<file path="config.mk">
export PLATFORM = sky130hd
export DESIGN_NAME = serial_grade_averager
export DESIGN_NICKNAME = d
export VERILOG_FILES = /design/src/rtl/serial_grade_averager.sv
export SDC_FILE = /design/constraint.sdc
export NUM_CORES = 1
export LEC_CHECK = 0
export CORE_MARGIN = 1.5
export CORE_UTILIZATION = 40
export CTS_CLUSTER_DIAMETER = 30
export DETAILED_ROUTE_END_ITERATION = 12
export PLACE_DENSITY = 0.62
export SETUP_SLACK_MARGIN = 0.1
export SYNTH_ARGS = -nofsm -noshare
export SYNTH_HDL_FRONTEND = slang
export SYNTH_SLANG_ARGS = --single-unit
</file>
<file path="constraint.sdc">
create_clock -name clk -period 1.9 [get_ports clk]
set_input_delay 0.57 -clock clk [delete_from_list [all_inputs] [get_ports clk]]
set_output_delay 0.57 -clock clk [all_outputs]
set_load 0.005 [all_outputs]
</file>
<file path="src/rtl/serial_grade_averager.sv">
// Serial grade averager: collects N_GRADES grades over valid/ready, divides the
// sum with a restoring shift-subtract divider. Optional rounding: AVG_ROUND_EN.
module serial_grade_averager #(
  parameter int DATA_W    = 4,
  parameter int N_GRADES  = 3,
  parameter int THRESHOLD = 6
) (
  input  logic              clk,
  input  logic              rst,
  input  logic              clear,
  input  logic [DATA_W-1:0] in_grade,
  input  logic              in_valid,
  output logic              in_ready,
  output logic [DATA_W-1:0] out_avg,
  output logic [1:0]        out_rem,
  output logic              out_pass,
  output logic              out_valid,
  input  logic              out_ready,
  output logic [1:0]        count
);

  localparam int SUM_W = DATA_W + 2;
  localparam int BIT_W = $clog2(SUM_W + 1);
  localparam logic [SUM_W-1:0] DIVISOR  = SUM_W'(N_GRADES);
  localparam logic [1:0]       LAST_CNT = 2'(N_GRADES - 1);
  localparam logic [BIT_W-1:0] LAST_BIT = BIT_W'(SUM_W);
  localparam logic [31:0]      PASS_SUM = 32'(THRESHOLD * N_GRADES);

  typedef enum logic [1:0] {COLLECT, DIVIDE, HOLD} state_t;

  state_t              state_q, state_d;
  logic [SUM_W-1:0]    sum_q, sum_d;
  logic [1:0]          count_q, count_d;
  logic [SUM_W-1:0]    rem_q, rem_d;
  logic [SUM_W-1:0]    quo_q, quo_d;
  logic [BIT_W-1:0]    bit_q, bit_d;
  logic [DATA_W-1:0]   avg_q, avg_d;
  logic [1:0]          orem_q, orem_d;
  logic                pass_q, pass_d;
  logic [SUM_W-1:0]    sum_acc;
  logic [2*SUM_W-1:0]  step;

  // One restoring step: shift in the next dividend bit, keep the trial
  // difference only when it is non-negative. The quotient fills quo from the LSB.
  function automatic logic [2*SUM_W-1:0] div_step(input logic [SUM_W-1:0] rem,
                                                  input logic [SUM_W-1:0] quo);
    logic [SUM_W:0]          shifted;
    logic signed [SUM_W+1:0] trial;
    shifted = {rem, quo[SUM_W-1]};
    trial   = $signed({1'b0, shifted}) - $signed({2'b00, DIVISOR});
    if (!trial[SUM_W+1])
      return {trial[SUM_W-1:0], quo[SUM_W-2:0], 1'b1};
    else
      return {shifted[SUM_W-1:0], quo[SUM_W-2:0], 1'b0};
  endfunction

`ifdef AVG_ROUND_EN
  // Round half up, saturating at the largest grade value.
  function automatic logic [DATA_W-1:0] round_avg(input logic [SUM_W-1:0] quo,
                                                  input logic [SUM_W-1:0] rem);
    logic           up;
    logic [SUM_W:0] q1;
    up = ({1'b0, rem} << 1) >= (SUM_W+1)'(N_GRADES);
    q1 = {1'b0, quo} + {{SUM_W{1'b0}}, up};
    if (q1 > (SUM_W+1)'((1 << DATA_W) - 1))
      return '1;
    else
      return q1[DATA_W-1:0];
  endfunction
`endif

  assign sum_acc = sum_q + SUM_W'(in_grade);
  assign step    = div_step(rem_q, quo_q);

  always_ff @(posedge clk or posedge rst) begin
    if (rst) state_q <= COLLECT;
    else     state_q <= state_d;
  end

  always_comb begin
    state_d = state_q;
    sum_d   = sum_q;
    count_d = count_q;
    rem_d   = rem_q;
    quo_d   = quo_q;
    bit_d   = bit_q;
    avg_d   = avg_q;
    orem_d  = orem_q;
    pass_d  = pass_q;
    if (clear) begin
      state_d = COLLECT;
      sum_d   = '0;
      count_d = '0;
      bit_d   = '0;
    end else begin
      unique case (state_q)
        COLLECT: begin
          if (in_valid) begin
            sum_d = sum_acc;
            if (count_q == LAST_CNT) begin
              state_d = DIVIDE;
              count_d = '0;
              rem_d   = '0;
              quo_d   = sum_acc;
              bit_d   = '0;
            end else begin
              count_d = count_q + 2'd1;
            end
          end
        end
        DIVIDE: begin
          if (bit_q == LAST_BIT) begin
            state_d = HOLD;
`ifdef AVG_ROUND_EN
            avg_d   = round_avg(quo_q, rem_q);
`else
            avg_d   = quo_q[DATA_W-1:0];
`endif
            orem_d  = rem_q[1:0];
            pass_d  = ({{(32-SUM_W){1'b0}}, sum_q} >= PASS_SUM);
          end else begin
            {rem_d, quo_d} = step;
            bit_d          = bit_q + 1'b1;
          end
        end
        HOLD: begin
          if (out_ready) begin
            state_d = COLLECT;
            sum_d   = '0;
          end
        end
        default: state_d = COLLECT;
      endcase
    end
  end

  always_ff @(posedge clk or posedge rst) begin
    if (rst) begin
      sum_q   <= '0;
      count_q <= '0;
      rem_q   <= '0;
      quo_q   <= '0;
      bit_q   <= '0;
      avg_q   <= '0;
      orem_q  <= '0;
      pass_q  <= 1'b0;
    end else begin
      sum_q   <= sum_d;
      count_q <= count_d;
      rem_q   <= rem_d;
      quo_q   <= quo_d;
      bit_q   <= bit_d;
      avg_q   <= avg_d;
      orem_q  <= orem_d;
      pass_q  <= pass_d;
    end
  end

  assign in_ready  = (state_q == COLLECT);
  assign out_valid = (state_q == HOLD);
  assign out_avg   = avg_q;
  assign out_rem   = orem_q;
  assign out_pass  = pass_q;
  assign count     = count_q;

endmodule

</file>
==> results of run 1 <==
==> power by group through the flow <==
| stage | registers, uW | clock network, uW | logic [uW] |
|---|---|---|---|
| after CTS | 842 | 655 | 304 |
| after global routing | 852 | 685 | 366 |
| final | 842 | 638 | 323 |
| after global placement | 850 | 0 | 282 |
| after floorplan | 827 | 0 | 188 |
| after detailed placement | 851 | 0 | 296 |
==> placed cells by master (no fill, tap or decap), types with 2 or more instances in the layout <==
cell / instances
clkdlybuf4s15_1: 2
ha_1: 3
a21o_1: 2
ha_4: 3
inv_1: 8
mux2i_1: 5
a21oi_1: 8
o2bb2ai_1: 3
a21oi_2: 2
nand3_1: 4
nand2_1: 14
dlygate4sd2_1: 3
clkbuf_8: 5
mux2_2: 6
buf_4: 28
o211ai_1: 6
nand4_1: 3
xor2_1: 2
o21ai_0: 7
clkdlybuf4s50_1: 13
nor3_1: 3
nor2_1: 9
xnor2_1: 5
a22o_1: 3
dfrtp_1: 32
==> flip-flops by register name (all words and copies together) (netlist names) <==
signal    flops
rem_q         6
state_q       2
sum_q         6
count         2
out_rem       2
quo_q         6
out_avg       4
bit_q         3
out_pass      1
==> metrics by stage <==
step	power [uW]	util [%]	setup WS [ps]	instances
finish	1800	57.6	152	260
global route	1900	57.6	101	260
CTS	1800	56.0	61.6	256
detailed placement	1150	52.1	-433	244
global placement	1130	52.1	-411	244
floorplan	1020	-	107	158
==> worst min-delay path by stage <==
stage / cells after the start / slack (ps) / from / endpoint
after CTS: 1 / 510 / rem_q[5] / rem_q[5]
after floorplan: 2 / 470 / quo_q[1] / quo_q[1]
after global routing: 1 / 530 / out_rem[1] / out_rem[1]
after global placement: 1 / 480 / rem_q[5] / rem_q[5]
final: 1 / 510 / rem_q[5] / rem_q[5]
after detailed placement: 1 / 490 / rem_q[5] / rem_q[5]
==> routing by layer <==
| layer | wire, um | share of wire (%) | track usage, % |
|---|---|---|---|
| met1 | 1650 | 44 | 21.6 |
| met2 | 1970 | 52 | 32.5 |
| met3 | 107 | 2.8 | 5.00 |
| met4 | 35 | 0.93 | 8.42 |
| met5 | 0 | 0 | 0 |
==> repair_timing <==
item,4_1_cts,5_1_grt
hold buffers,0,0
cloned,0,0
pin swaps,8,9
setup endpoints to repair,8,16
gates resized for setup,8,8
buffers inserted,4,4
==> cell families after synthesis <==
kind of cell    Yosys count  synth area share (%)
buf+inv                  13                  3.23
compound gates           40                  16.8
mux                      11                  7.07
simple gates             46                  14.1
xor+xnor                  8                  4.21
fa+ha+maj                 8                  6.47
flops                    32                  48.1
==> cell type report <==
| type | instances | area, sq um |
|---|---|---|
| clock buffers | 5 | 68.8 |
| clock inverters | 3 | 42.5 |
| fillers | 339 | 1700 |
| inverters | 9 | 33.8 |
| multi-input cells | 113 | 875 |
| flip-flops and latches | 32 | 801 |
| well taps | 50 | 62.6 |
| repair buffers | 48 | 419 |
==> out/results.tsv, run 1 <==
stage	metric	value	unit
status	status	finished, final reports clean	
synth	Post-synth top flop	dfrtp_1	
synth	Post-synth EDFFs	0	
worst_setup_path	CP Class	in2reg	
timing	Final Cycle Share	92.0	%
timing	crit path time final	1750	ps
clocking	CTS root buffer	clkbuf_8	
power_and_ir_drop	VDD IR max	0.482	mV
clocking	clock slew at reported path FFs	70	ps
timing	Max Freq	572	MHz
die	die width	67.5	um
routing	vias per cell	5.26	
routing	drt pass-1 iters	4	
die	CORE AREA	4000	sq um
timing	final setup violation count	0	
worst_setup_path	RR Endpoint	out_avg[3]	
die	overall die height	67.5	um
die	IO Count	20	
global_route	antenna violations before repair	0	
clocking	Num CTS Buffers	5	
worst_setup_path	CP arrival	1900	ps
finish	P&R area growth vs syn	38.3	%
worst_setup_path	WP data required	2050	ps
clocking	worst-skew pair later-pin latency	280	ps
routing	vias post-DR	1367	
timing	slew margin rel.	73.2	%
global_route	first-pass GRT wire length	6300	um
placed_design	Area after DPL	2090	sq um
timing	Tightest Pin Transition	402	ps
power_and_ir_drop	PwrDens	783	nW/um^2
worst_setup_path	startpoint types	primary input	
synth	top-count cell post-synth	dfrtp_1	
placed_design	Port Buf Inserts	19	
synth	Syn Std Cell Area	1660	sq um
synth	share of flip-flops with an asynchronous set or reset	100	%
synth	post-synth cell types	41	
worst_setup_path	CP Max Fanout	2	
flow_run	Max-Cap Viols	0	
die	standard-cell rows	23	
die	die area	4560	sq um
worst_setup_path	crit path from	in_grade[0]	
timing	Hold Violations, Final	0	
synth	Mapped Cells	158	
worst_setup_path	Worst path top cell family by delay	adder cells	
timing	setup TNS	0	ps
synth	Avg Inst Size Synth	10.5	sq um
worst_setup_path	CP max-delay cell	fa_2	
routing	Initial DRC Count	36	
min_path	worst hold path type	reg2reg	
worst_setup_path	R2R setup slack	200	ps
synth	Yosys warning total	0	
finish	layout cells sized above 1	27.6	%
synth	top-area cell type share of the netlist area	48.1	%
timing	clock skew	7.49	ps
worst_setup_path	FF-to-FF path depth	6	
clocking	clk sink count	32	
clocking	CTS max path bufs	2	
finish	Antenna Cells	0	
routing	Total Wirelength	3760	um
routing	drt drc	0	
global_route	GRT Total Usage	18.8	%
worst_setup_path	Setup crit end kind	flip-flop	
timing	unrepaired setup endpoints after global routing	false	
timing	Slew Limit Fails	0	
routing	Wirelength per Cell	14.5	um
power_and_ir_drop	Reg power frac	46.7	%
power_and_ir_drop	Pleak	0.00107	uW
timing	Worst Hold Margin	511	ps
synth	Yosys top cell by area	dfrtp_1	
worst_setup_path	FF-to-FF Start	state_q[1]	
global_route	total grt overflow	0	
power_and_ir_drop	combinational power share	17.9	%
power_and_ir_drop	P_int	1320	uW
finish	Design Area, Final	2300	sq um
synth	syn_nets	175	
clocking	# H-tree levels	2	
worst_setup_path	worst-path cell chain	clkdlybuf4s15_1, ha_4, fa_2, a21o_1, a21oi_2, xor2_1, o211ai_1	
power_and_ir_drop	switching share of power	26.7	%
worst_setup_path	Crit path depth	7	
worst_setup_path	crit-path max cell delay	340	ps
worst_setup_path	WP buf/inv	1	
synth	largest cells by area after synthesis	dfrtp_1 (48%), ha_1 (5.3%), mux2_2 (4.1%)	
power_and_ir_drop	P_sw	481	uW
die	Starting Density	41.6	%
global_route	vias in the first global route	1399	
routing	post-route ant nets	0	
placed_design	routability cong.	0.734	
worst_setup_path	CP Capture Point	quo_q[4]	
placed_design	Post-DP HPWL	2680	um
finish	Final nets	226	
clocking	TritonCTS clock tree	built	
global_route	largest net degree at the start of global routing	33	
synth	post-synthesis sequential area ratio	48.1	%
power_and_ir_drop	clock share of power	35.4	%
synth	synthesized flop and latch total	32	
synth	top cells by count, synth	dfrtp_1 (32), nand2_1 (15), a21oi_1 (10), nor2_1 (10), inv_1 (8)	
Power figures use the tool's default switching activity.
==> inputs of run 2 (changes only) <==
- CTS_CLUSTER_SIZE: not set -> 16
- GPL_TIMING_DRIVEN: not set -> 0
==> run 2 against run 1 <==
  * Clock power decreased by 15%
  * Critical path type is now reg2out
  * Sequential power about the same
  * Largest cell class unchanged
  * Via count fell by 4.0%
  * Worst hold slack got worse by 12 ps
  * First-iteration DRC count up 83%
==> out/results.tsv, run 2 (same netlist as run 1, synthesis figures left out) <==
stage	metric	value	unit
power_and_ir_drop	P_sw	475	uW
timing	crit path time final	1760	ps
routing	Wirelength per Cell	14.4	um
finish	Layout Cells excl Fill	244	
die	Starting Density	41.6	%
timing	Slew Limit Fails	0	
timing	Hold Violations, Final	0	
power_and_ir_drop	clock share of power	32.2	%
timing	final worst slack	141	ps
worst_setup_path	Setup crit end kind	primary output	
die	overall die height	67.5	um
power_and_ir_drop	Pleak	0.00101	uW
worst_setup_path	CP arrival	1190	ps
status	status	finished, final reports clean	
power_and_ir_drop	Total Power Consumption	1680	uW
global_route	vias in the first global route	1281	
routing	vias per cell	5.38	
worst_setup_path	Worst path top cell family by delay	buffers and inverters	
global_route	first-pass GRT wire length	6070	um
flow_run	Max-Cap Viols	0	
die	IO Count	20	
placed_design	Port Buf Inserts	18	
global_route	largest net degree at the start of global routing	33	
worst_setup_path	WP buf/inv	1	
routing	post-route ant nets	0	
routing	Initial DRC Count	66	
worst_setup_path	FF-to-FF Start	sum_q[0]	
timing	unrepaired setup endpoints after global routing	true	
worst_setup_path	WP data required	1330	ps
global_route	antenna violations before repair	0	
timing	slew margin rel.	54.2	%
routing	vias post-DR	1313	
global_route	GRT Total Usage	18.0	%
clocking	# H-tree levels	2	
placed_design	routability cong.	0.770	
timing	clock skew	3.55	ps
placed_design	Post-DP HPWL	2480	um
finish	most frequent cells in the layout	dfrtp_1 (31), nand2_1 (15), clkdlybuf4s50_1 (11)	
finish	most common cell after layout, fill and taps aside	dfrtp_1	
power_and_ir_drop	switching share of power	28.4	%
worst_setup_path	crit path from	count[1]	
power_and_ir_drop	Reg power frac	50.3	%
clocking	Num CTS Buffers	5	
timing	setup TNS	0	ps
worst_setup_path	CP Class	reg2out	
worst_setup_path	CP max-delay cell	clkdlybuf4s50_1	
clocking	CTS root buffer	clkbuf_8	
timing	final setup violation count	0	
finish	Final nets	210	
finish	Largest regs	quo_q: 6 flops, rem_q: 6 flops, sum_q: 6 flops	
worst_setup_path	worst-path cell chain	clkdlybuf4s50_1	
power_and_ir_drop	PwrDens	758	nW/um^2
worst_setup_path	RR Endpoint	quo_q[4]	
placed_design	DP Cell Count	226	
worst_setup_path	CP Max Fanout	5	
worst_setup_path	CP Capture Point	count[1]	
worst_setup_path	FF-to-FF path depth	6	
timing	Max Freq	569	MHz
worst_setup_path	startpoint types	flip-flop	
die	die area	4560	sq um
clocking	number of hold buffers added after CTS	0	
routing	Total Wirelength	3520	um
clocking	CTS max path bufs	2	
timing	Tightest Pin Transition	686	ps
worst_setup_path	Crit path depth	1	
timing	Worst Hold Margin	499	ps
placed_design	worst slack at placement	-509	ps
min_path	worst hold path type	reg2reg	
worst_setup_path	crit-path max cell delay	510	ps
finish	layout cells sized above 1	22.7	%
timing	Final Cycle Share	92.6	%
clocking	clk sink count	32	
power_and_ir_drop	P_int	1200	uW
die	CORE AREA	4000	sq um
global_route	total grt overflow	0	
worst_setup_path	R2R setup slack	220	ps
power_and_ir_drop	VDD IR max	0.491	mV
finish	Antenna Cells	0	
die	standard-cell rows	23	
routing	drt pass-1 iters	4	
power_and_ir_drop	combinational power share	17.5	%
clocking	clock slew at reported path FFs	70	ps
clocking	TritonCTS clock tree	built	
clocking	worst-skew pair later-pin latency	280	ps
routing	drt drc	0	
finish	P&R area growth vs syn	32.8	%
die	die width	67.5	um
==> run 2: repair_timing <==
| item | 4_1_cts | 5_1_grt |
|---|---|---|
| pin swaps | 8 | 7 |
| endpoints found under the setup margin | 16 | 22 |
| resized for setup | 19 | 8 |
| buffers inserted | 4 | 5 |
==> run 2: metrics by stage <==
stage          utilization, %  instance area (sq um)
2_1_floorplan               -                   1680
3_3_place_gp             48.1                   1930
3_5_place_dp             48.1                   1930
4_1_cts                  52.7                   2110
5_1_grt                  55.2                   2210
6_report                 55.2                   2210
==> run 2: worst register-to-register path, stage by stage, from the launching register on <==
cell and delay [ps]:
dfrtp_1 400, ha_4 170, fa_2 330, a21o_1 170
a21oi_2 130, xor2_1 240, o211ai_1 110
==> run 2: cell type report <==
cell class,instances,area (sq um)
fill,362,1790
buffer,4,36.3
inverter,9,41.3
clock inverter,2,10.0
timing repair buffer,28,290
clock buffer,6,82.6
tap,50,62.6
sequential,32,802
multi-input combinational,113,885
==> run 2: worst min path at each step <==
stage | startpoint | to | slack (ps) | cells past startpoint
2_1_floorplan | quo_q[1] | quo_q[1] | 470 | 2
3_3_place_gp | rem_q[5] | rem_q[5] | 480 | 1
3_5_place_dp | rem_q[5] | rem_q[5] | 490 | 1
4_1_cts | rem_q[5] | rem_q[5] | 500 | 1
5_1_grt | out_avg[0] | out_avg[0] | 520 | 1
6_report | rem_q[5] | rem_q[5] | 500 | 1
==> run 2: power by group through the flow <==
stage	Combinational [uW]	Sequential [uW]	Clock, uW
final	293	843	540
after global routing	336	853	588
after CTS	284	839	557
after detailed placement	261	849	0
after global placement	249	848	0
after floorplan	188	827	0
==> run 2: metal layers <==
metal	track usage [%]	wire length [um]	up-vias
li1	-	-	640
met1	23.4	1600	639
met2	29.0	1760	28
met3	4.00	116	6
met4	6.89	48	0
met5	0	0	-
==> inputs of run 3 (changes only) <==
==> constraint.sdc (replaced) <==
create_clock -name clk -period 1.9 [get_ports clk]
set_input_delay 0.285 -clock clk [delete_from_list [all_inputs] [get_ports clk]]
set_output_delay 0.285 -clock clk [all_outputs]
set_load 0.005 [all_outputs]
==> run 3 against run 2 <==
  * Worst setup slack got worse by 34 ps
  * Sequential share of layout area rose by 1.2 points
  * Via count down 1.1%
  * Register-to-register slack barely moved
  * Global-route usage down 0.058 points
  * Clock skew grew 2.8 ps
  * Maximum frequency fell by 1.9%
  * Clock-buffer cell count down 1
  * Non-clock buffer count down 5
==> out/results.tsv, run 3 (same netlist as run 1, synthesis figures left out) <==
stage	metric	value	unit
die	CORE AREA	4000	sq um
worst_setup_path	CP arrival	1510	ps
worst_setup_path	CP Max Fanout	9	
power_and_ir_drop	P_sw	494	uW
clocking	# H-tree levels	2	
power_and_ir_drop	PwrDens	830	nW/um^2
die	die width	67.5	um
global_route	total grt overflow	0	
finish	multi-input logic area	843	sq um
timing	Tightest Pin Transition	601	ps
routing	Initial DRC Count	93	
timing	clock skew	6.36	ps
finish	fillers	348	
timing	final setup violation count	0	
finish	Util after Layout	53.5	%
clocking	clock slew at reported path FFs	70	ps
worst_setup_path	RR Endpoint	out_avg[3]	
die	die area	4560	sq um
routing	vias post-DR	1299	
power_and_ir_drop	switching share of power	27.8	%
global_route	GRT Total Usage	17.9	%
clocking	CTS max path bufs	2	
placed_design	Post-DP HPWL	2480	um
clocking	TritonCTS clock tree	built	
finish	most frequent cells in the layout	dfrtp_1 (31), clkdlybuf4s50_1 (18), nand2_1 (15)	
finish	most common cell after layout, fill and taps aside	dfrtp_1	
timing	Hold Violations, Final	0	
worst_setup_path	R2R setup slack	210	ps
routing	drt drc	0	
timing	unrepaired setup endpoints after global routing	true	
power_and_ir_drop	combinational power share	15.4	%
finish	Largest regs	quo_q: 6 flops, rem_q: 6 flops, sum_q: 6 flops	
clocking	CTS root buffer	clkbuf_8	
timing	final worst slack	108	ps
global_route	first-pass GRT wire length	5970	um
routing	Total Wirelength	3610	um
worst_setup_path	CP Class	reg2out	
die	Starting Density	41.6	%
die	standard-cell rows	23	
power_and_ir_drop	P_int	1280	uW
worst_setup_path	startpoint types	flip-flop	
die	IO Count	20	
global_route	antenna violations before repair	0	
timing	Final Cycle Share	94.3	%
placed_design	routability cong.	0.786	
die	overall die height	67.5	um
status	status	finished, final reports clean	
min_path	worst hold path type	in2async	
worst_setup_path	Setup crit end kind	primary output	
flow_run	Max-Cap Viols	0	
clocking	clk sink count	32	
timing	crit path time final	1790	ps
timing	Slew Limit Fails	0	
finish	sequential cell area	802	sq um
power_and_ir_drop	Reg power frac	47.3	%
placed_design	Port Buf Inserts	18	
timing	Worst Hold Margin	252	ps
finish	Layout Cells excl Fill	239	
power_and_ir_drop	VDD IR max	0.508	mV
finish	Final nets	205	
worst_setup_path	FF-to-FF Start	bit_q[0]	
finish	Antenna Cells	0	
global_route	largest net degree at the start of global routing	33	
routing	Wirelength per Cell	15.1	um
power_and_ir_drop	Pleak	0.000957	uW
worst_setup_path	FF-to-FF path depth	6	
routing	post-route ant nets	0	
worst_setup_path	WP data required	1620	ps
power_and_ir_drop	clock share of power	37.3	%
clocking	Num CTS Buffers	5	
finish	layout cells sized above 1	17.5	%
timing	slew margin rel.	59.6	%
timing	Max Freq	558	MHz
clocking	worst-skew pair later-pin latency	290	ps
global_route	vias in the first global route	1342	
placed_design	DP Cell Count	226	
placed_design	worst slack at placement	-244	ps
finish	P&R area growth vs syn	28.6	%
routing	vias per cell	5.44	
routing	drt pass-1 iters	4	
[run 3: cell count changes in the layout (fill, tap and decap cells not counted), sizes merged]
cell	delta
clkdlybuf4s15	-2
clkinv	+1
clkinvlp	+1
dlymetal6s2s	-2
inv	-2
dlygate4sd2	-3
buf	-6
bufinv	+1
clkdlybuf4s50	+7
[run 3: power groups by stage]
stage	registers (uW)	clock network [uW]	logic, uW
6_report	840	661	274
3_5_place_dp	852	0	253
5_1_grt	852	706	312
2_1_floorplan	826	0	183
3_3_place_gp	847	0	242
4_1_cts	838	672	261
[run 3: what timing repair did]
item,CTS,global route
resized for setup,8,4
endpoints found under the setup margin,13,13
hold buffers,0,0
pin swaps,1,2
setup buffers,4,0
[run 3: critical path, stage by stage, from the launching register on]
cell             delay [ps]
dfrtp_1                 340
clkbuf_8                160
clkinv_4                 90
nor2_2                  130
clkdlybuf4s50_1         500
[run 3: cell type report]
cell class,instances,area share (%)
Buffer,4,1.46
Clock buffer,5,3.22
Clock inverter,3,1.99
Inverter,9,1.81
Multi-Input combinational cell,113,39.4
Sequential cell,32,37.5
Tap cell,50,2.92
Timing Repair Buffer,23,11.7
[run 3: metal layers]
layer / wire, um / vias to the layer above / GRT usage (%)
li1: - / 628 / -
met2: 1810 / 19 / 30.5
met1: 1640 / 647 / 20.8
met4: 44 / 0 / 7.65
met3: 116 / 5 / 5.33
met5: 0 / - / 0
[run 3: worst max path at each step]
stage,startpoint,end,cells past startpoint
floorplan,sum_q[0],quo_q[4],6
global placement,in_grade[0],quo_q[4],7
detailed placement,in_grade[0],quo_q[4],7
CTS,state_q[1],out_valid,4
global route,state_q[0],in_ready,3
finish,state_q[1],out_valid,4
[run 3: through the flow]
step	area, sq um	setup TNS, ps	power [uW]
2_1_floorplan	1660	0	1010
3_3_place_gp	1910	-455	1090
3_5_place_dp	1910	-475	1110
4_1_cts	2090	0	1770
5_1_grt	2140	0	1870
6_report	2140	0	1780
